==> config.mk <==
export PLATFORM = sky130hd
export DESIGN_NAME = lane_permute_fifo
export DESIGN_NICKNAME = d
export VERILOG_FILES = /design/src/rtl/lane_permute_fifo.sv
export SDC_FILE = /design/constraint.sdc
export NUM_CORES = 1
export LEC_CHECK = 0
export ABC_AREA = 1
export CORE_UTILIZATION = 45
export DETAILED_ROUTE_END_ITERATION = 10
export HOLD_SLACK_MARGIN = 0.12
export PLACE_DENSITY = 0.75
export SLEW_MARGIN = 15
export SYNTH_ARGS = -nofsm -noshare
export SYNTH_HDL_FRONTEND = slang
export SYNTH_SLANG_ARGS = --single-unit
==> constraint.sdc <==
create_clock -name CLK -period 1.3 [get_ports CLK]
set_clock_uncertainty 0.1 [all_clocks]
set_input_delay 0.26 -clock CLK [delete_from_list [all_inputs] [get_ports CLK]]
set_output_delay 0.26 -clock CLK [all_outputs]
set_load 0.05 [all_outputs]
==> src/rtl/lane_permute_fifo.sv <==
// Lane-permutation stage: splits a word into lanes, applies a per-beat
// pass/reverse/rotate permutation and queues the result in a small FIFO.
module lane_permute_fifo #(
  parameter int LANE_W = 8,
  parameter int LANES  = 2,
  parameter int DEPTH  = 2,
  parameter int AMT_W  = $clog2(LANES)
) (
  input  logic                           CLK,
  input  logic                           ASYNCRESETN,
  input  logic                           in_valid,
  output logic                           in_ready,
  input  logic [LANE_W*LANES-1:0]        in_data,
  input  logic [1:0]                     in_mode,
  input  logic [AMT_W-1:0]               in_amt,
  output logic                           out_valid,
  input  logic                           out_ready,
  output logic [LANE_W*LANES-1:0]        out_data,
  output logic [$clog2(DEPTH+1)-1:0]     level
);

  localparam int DATA_W = LANE_W * LANES;
  localparam int PTR_W  = (DEPTH > 1) ? $clog2(DEPTH) : 1;
  localparam int LVL_W  = $clog2(DEPTH + 1);

  typedef enum logic [1:0] {
    MODE_PASS = 2'd0,
    MODE_REV  = 2'd1,
    MODE_ROTL = 2'd2,
    MODE_ROTR = 2'd3
  } mode_e;

  // Rotations are done as a right shift of the word concatenated with itself;
  // a rotate-left by a lanes is a rotate-right by LANES-a lanes.
  logic [2*DATA_W-1:0] dbl_word;
  logic [31:0]         amt_mod;
  logic [31:0]         shift_r;
  logic [31:0]         shift_l;
  logic [DATA_W-1:0]   rev_word;
  logic [DATA_W-1:0]   rotl_word;
  logic [DATA_W-1:0]   rotr_word;
  logic [DATA_W-1:0]   perm_word;

  assign dbl_word  = {in_data, in_data};
  assign amt_mod   = 32'(in_amt) % 32'(LANES);
  assign shift_r   = amt_mod * 32'(LANE_W);
  assign shift_l   = (32'(LANES) - amt_mod) * 32'(LANE_W);
  assign rotr_word = DATA_W'(dbl_word >> shift_r);
  assign rotl_word = DATA_W'(dbl_word >> shift_l);

  for (genvar g = 0; g < LANES; g++) begin : g_rev
    assign rev_word[g*LANE_W +: LANE_W] = in_data[(LANES-1-g)*LANE_W +: LANE_W];
  end

  always_comb begin
    perm_word = in_data;
    case (mode_e'(in_mode))
      MODE_PASS: perm_word = in_data;
      MODE_REV:  perm_word = rev_word;
      MODE_ROTL: perm_word = rotl_word;
      MODE_ROTR: perm_word = rotr_word;
      default:   perm_word = in_data;
    endcase
  end

  // Handshake: a beat transfers on a rising edge where valid and ready are both
  // high; valid holds its beat stable until then. in_ready depends on stored
  // occupancy only, so a pop on a full FIFO frees a slot from the next cycle.
  logic [DATA_W-1:0] mem [DEPTH];
  logic [PTR_W-1:0]  wr_ptr;
  logic [PTR_W-1:0]  rd_ptr;
  logic [LVL_W-1:0]  level_q;
  logic              push;
  logic              pop;

  assign in_ready  = (level_q < LVL_W'(DEPTH));
  assign out_valid = (level_q != '0);
  assign out_data  = mem[rd_ptr];
  assign level     = level_q;
  assign push      = in_valid & in_ready;
  assign pop       = out_valid & out_ready;

  function automatic logic [PTR_W-1:0] next_ptr(input logic [PTR_W-1:0] p);
    if (p == PTR_W'(DEPTH - 1)) return '0;
    return p + PTR_W'(1);
  endfunction

  always_ff @(posedge CLK or negedge ASYNCRESETN) begin
    if (!ASYNCRESETN) begin
      for (int i = 0; i < DEPTH; i++) mem[i] <= '0;
      wr_ptr  <= '0;
      rd_ptr  <= '0;
      level_q <= '0;
    end else begin
      if (push) begin
        mem[wr_ptr] <= perm_word;
        wr_ptr      <= next_ptr(wr_ptr);
      end
      if (pop) rd_ptr <= next_ptr(rd_ptr);
      case ({push, pop})
        2'b10:   level_q <= level_q + LVL_W'(1);
        2'b01:   level_q <= level_q - LVL_W'(1);
        default: level_q <= level_q;
      endcase
    end
  end

endmodule

# [Yosys cells after proc, flatten, opt, wreduce, memory -nomap -nowiden]
# Index checks and enable logic that the tools add are counted.
# W data, S select, Z words.
[op_classes] addsub=5 n_lt_le_gt_ge=4 n_eq_ne=5 shift=2 n_mux=16 n_bitwise=4 n_reduce_logical=4
[op_table] operator="$mux W16" n=4
[op_table] operator="$pmux W16 S4" n=1
[op_table] operator="$bwmux W32" n=1
[op_table] operator="$shr A32 B32 Y16" n=1
[op_table] operator="$shr A32 B4 Y16" n=1
[op_table] operator="$demux W16 S1" n=1
[op_table] operator="$mux W1" n=8
[op_table] operator="$eq A2 B2 Y1 const B" n=3
[op_table] operator="$eq A2 B1 Y1 const B" n=2
[op_table] operator="$ge A2 B2 Y1 const B" n=2
[op_table] operator="$not A1 Y2" n=2
[op_table] operator="$pmux W2 S2" n=1
[op_table] operator="$reduce_bool A2 Y1" n=2
[op_table] operator="$sub A2 B1 Y3 const A" n=1
[op_table] operator="$add A1 B1 Y1 const B" n=2
[op_table] operator="$add A2 B1 Y2 const B" n=1
[op_table] operator="$and A1 B1 Y1" n=2
[op_table] operator="$logic_not A2 Y1" n=1
[op_table] operator="$lt A2 B1 Y1 const B" n=1
[op_table] operator="$lt A2 B2 Y1 const B" n=1
[op_table] operator="$sub A2 B1 Y2 const B" n=1
[op_table] operator="$logic_and A1 B1 Y1" n=1
[word_totals] reg_bits=36 inputBits=23

# [Depth between registers and ports, before layout]
[depth] word_depth=6 ltp_mapped=9

# [Least setup slack after synthesis]
# Ideal clock, no wire load.
[synth_timing] kind="register to register" start="reg level_q[1] (netlist: level[1])" end="reg level_q[1] (netlist: level[1])" setup_time_ns=0.120 arrival_time_ns=2.087 setup_slack_ns=-1.007 stages_incl_launch_ff=9 period_less_slack_ns=2.307 path_cell_list="dfrtp_1 -> inv_2 -> nand2_1 -> nand2_1 -> inv_1 -> ha_1 -> or2_2 -> nand4_1 -> nand2_1"
[synth_between] elab_chain_cells=4
[synth_lines] element="from (decl)" line_no="72" source="logic [LVL_W-1:0] level_q;"
[synth_lines] element="from (signal assigned)" line_no="101" source="2'b10: level_q <= level_q + LVL_W'(1);"
[synth_lines] element="from (signal assigned)" line_no="102" source="2'b01: level_q <= level_q - LVL_W'(1);"
[synth_lines] element="from (signal assigned)" line_no="103" source="default: level_q <= level_q;"
[synth_lines] element="$lt A2 B2 Y1 *" line_no="76" source="assign in_ready = (level_q < LVL_W'(DEPTH));"
[synth_lines] element="named net in_ready" line_no="12" source="output logic in_ready,"
[synth_lines] element="$and A1 B1 Y1 *" line_no="80" source="assign push = in_valid & in_ready;"
[synth_lines] element="$eq A2 B1 Y1 or $eq A2 B2 Y1 (tied branches)" line_no="100" source="case ({push, pop})"
[synth_lines] element="$pmux W2 S2 or $reduce_bool A2 Y1 (tied branches)"
# Mark *: on every way through the listed nets, which the timed path passes. The rest lies on a longest branch.
# A chain may end at the register's enable or synchronous reset.

# [Final worst setup path]
[layout_timing] start="reg rd_ptr" end="out out_data[7]"
[layout_between] elab_chain_cells=4
[layout_lines] element="from (decl)" line_no="71" source="logic [PTR_W-1:0] rd_ptr;"
[layout_lines] element="from (signal assigned)" line_no="99" source="if (pop) rd_ptr <= next_ptr(rd_ptr);"
[layout_lines] element="$not A1 Y2 (not written as such)" line_no="78" source="assign out_data = mem[rd_ptr];"
[layout_lines] element="$mux W16 (not written as such) (3 in a row)" line_no="78"
[layout_lines] element="to (decl)" line_no="18" source="output logic [LANE_W*LANES-1:0] out_data,"
# No other way between the ends. The select of a mux whose other input is x is not followed.

==> run summary <==
Largest family of logic cells by synthesized area - simple AND/OR/NAND/NOR gates
Hold Path Class - in2async
Grt total ovfl - 0
Mux cell area share after synthesis - 0
Internal power - 4.427 mW
Port Buffers - 42
Antenna violations before repair - 0
CTS tree - built
DR WL/cell - 14.61 microns
Post-synth top cells - 123 x nand2_1, 65 x nand3_1, 36 x dfrtp_1, 22 x inv_1, 9 x buf_2
RSZ-0062 raised after global routing - true
CTS Buf Count - 5
Post-synthesis cell type count - 16
Peak supply drop - 2.260 mV
Post-synth top area cell - dfrtp_1
Dominant cells by area after synthesis - dfrtp_1 47%, nand2_1 24%, nand3_1 17%
Clk sinks - 36
Post-Synth XOR/XNOR Area - 0.009138
PD cells - 2813 mW/mm^2
FMAX - 610.0 MHz
CP Data Arrival Time - 1.28 ns
Most frequent cell after synthesis - nand2_1
Final worst slack - -0.3393 ns
Vias per inst - 5.266
Relative slew slack - 0.8619
Area Overhead vs Synth - 59.01%
Failing checks - negative setup slack
Worst path slowest cell - dfrtp_1
CTS max path bufs - 2
Ports - 43
Root buffer cell - clkbuf_8
CP Launch Type - flip-flop
Synth warnings - 0
Antenna-violating nets left - 0
Ys flop type - dfrtp_1
Compound-Gate Fraction of Synth Area - 0
DRT iter0 DRCs - 147
Post-synthesis instance total - 270
Hpwl dp - 3524 microns
Post-synth EDFFs - 0
Outcome - finished with violations
Layout cells sized above 1 - 0.3252
Drt pass-1 iters - 4
H-tree depth - 2
Clock share of power - 0.089
Die Span Y - 67.27 microns
Register-to-Register Path Depth - 7
Final Cycle Share - 1.261
Row count - 23
CP Max Fanout - 16
Sw power - 4.148 mW
Total track usage - 0.2630
Clk_lat worst skew - 0.29 ns
Setup violators final - 53
Comb pwr share - 0.671
ANT cells - 0
Final net count - 353
Final setup TNS - -7.238 ns
Residual DRC - 0
Post-place setup slack - -0.3375 ns
Sequential Power Share - 0.241
Clock-pin slew on the worst setup and hold paths - 0.07 ns
Initial Utilization - 0.4724
Largest net degree at the start of global routing - 37
LEAKAGE - 1.571 nW
Core Box Area - 0.004058 sq mm
Final wirelength - 5538 microns
Synth Area per Inst - 7.099 sq um
Via Count - 1996
Endpoints failing hold - 0
Die X - 67.27 microns
Syn_nets - 294
Cells along the critical path - buf_4 -> buf_12 -> nand2_2 -> nand2_4 -> buf_6
Worst Setup Path Type - reg2out
Adder-cell area share of the yosys netlist - 0.006527
Die ar. - 0.004525 sq mm
CP max stage delay - 0.40 ns
Layout Utilization - 0.7512
Sequential element share of the synthesized area - 0.4700
Total chip power - 8.575 mW
Placer Congestion - 0.8111
Worst path required time - 0.94 ns
Synthesized area - 0.001917 sq mm
Seq cells post-synth - 36
Max cap viols - 0
Critical Path Sink Type - output pin
Sw frac - 0.4837
Cts hold-fix bufs - 0
Yosys top cell area share - 0.4700
Asr flop ratio synth - 1.000
Final min period - 1.639 ns
First-pass GRT wire length - 8714 microns
Slew Viols, Final - 0
Slew @ Worst Pin - 0.2071 ns
Post-Synth Simple-Gate Area - 0.4321
Vias in the first global route - 1919
==> layout by cell type (no fill, tap or decap), types with 2 or more instances in the layout <==
master           count
clkbuf_8             5
nand2_8              2
clkdlybuf4s50_1     22
dfrtp_2              2
buf_6               20
nand2_4             12
buf_12              14
inv_4                2
buf_4                5
nand2_2             29
clkinv_2             2
nand2_1             81
nor2_4               2
inv_1               20
dfrtp_1             34
nand3_1             61
inv_2                3
nand3_2              4
==> critical path, delay by kind of cell (launching register included) <==
kind,cells,cell delay (ns)
buffers and inverters,3,0.44
and+or+nand+nor,2,0.13
DFF,1,0.40
==> metrics by stage <==
| stage | instances | instance area, sq um | hold slack [ns] |
|---|---|---|---|
| after CTS | 375 | 2917 | 0.2536 |
| after floorplan | 270 | 2069 | -0.1356 |
| after global placement | 366 | 2714 | 0.3633 |
| after detailed placement | 366 | 2714 | 0.3657 |
| after global routing | 379 | 3048 | 0.2621 |
| final | 379 | 3048 | 0.2367 |
==> power by group through the flow <==
stage	logic [mW]	registers [mW]	clock network, mW
2_1_floorplan	3.23	2.05	0
3_3_place_gp	4.86	1.99	0
3_5_place_dp	4.94	2.01	0
4_1_cts	5.39	2.03	0.764
5_1_grt	6.14	2.12	0.815
6_report	5.75	2.06	0.760
==> worst paths after layout <==
check,startpoint,endpoint,slack [ns]
max,rd_ptr,out_data[7],-0.34
min reg2reg,mem[0],mem[0],0.38
min,ASYNCRESETN,mem[19],0.24
min in group CLK,mem[0],mem[0],0.38
max reg2reg,level[1],level[1],-0.15
max in group asynchronous,ASYNCRESETN,level[1],0.64
==> cells by family after synthesis <==
family	after synthesis
fa+ha+maj	1
flops	36
simple gates	193
xor+xnor	2
buf+inv	38
==> metal layers <==
| layer | global-route usage | wire length [microns] |
|---|---|---|
| met1 | 0.3469 | 2202 |
| met2 | 0.4338 | 2799 |
| met3 | 0.04899 | 455 |
| met4 | 0.08511 | 80 |
| met5 | 0 | 0 |
==> cell type report <==
| type | instances | area [sq um] |
|---|---|---|
| flip-flops and latches | 36 | 903.4 |
| well taps | 50 | 62.56 |
| multi-input cells | 196 | 1086 |
| fillers | 312 | 1010 |
| clock inverters | 1 | 5.005 |
| repair buffers | 63 | 803.3 |
| clock buffers | 6 | 72.57 |
| inverters | 27 | 115.1 |
==> repair_timing <==
action                     CTS  global route
setup endpoints to repair   53            49
pin swaps                    3             1
gates resized for setup     33            23
cloned                       0             1
setup buffers                2             4
==> sequential cells by signal (all words and copies together), names as in the netlist <==
register,count
rd_ptr,1
mem,32
level,2
wr_ptr,1
No activity file was read; power rests on OpenSTA's default activity.
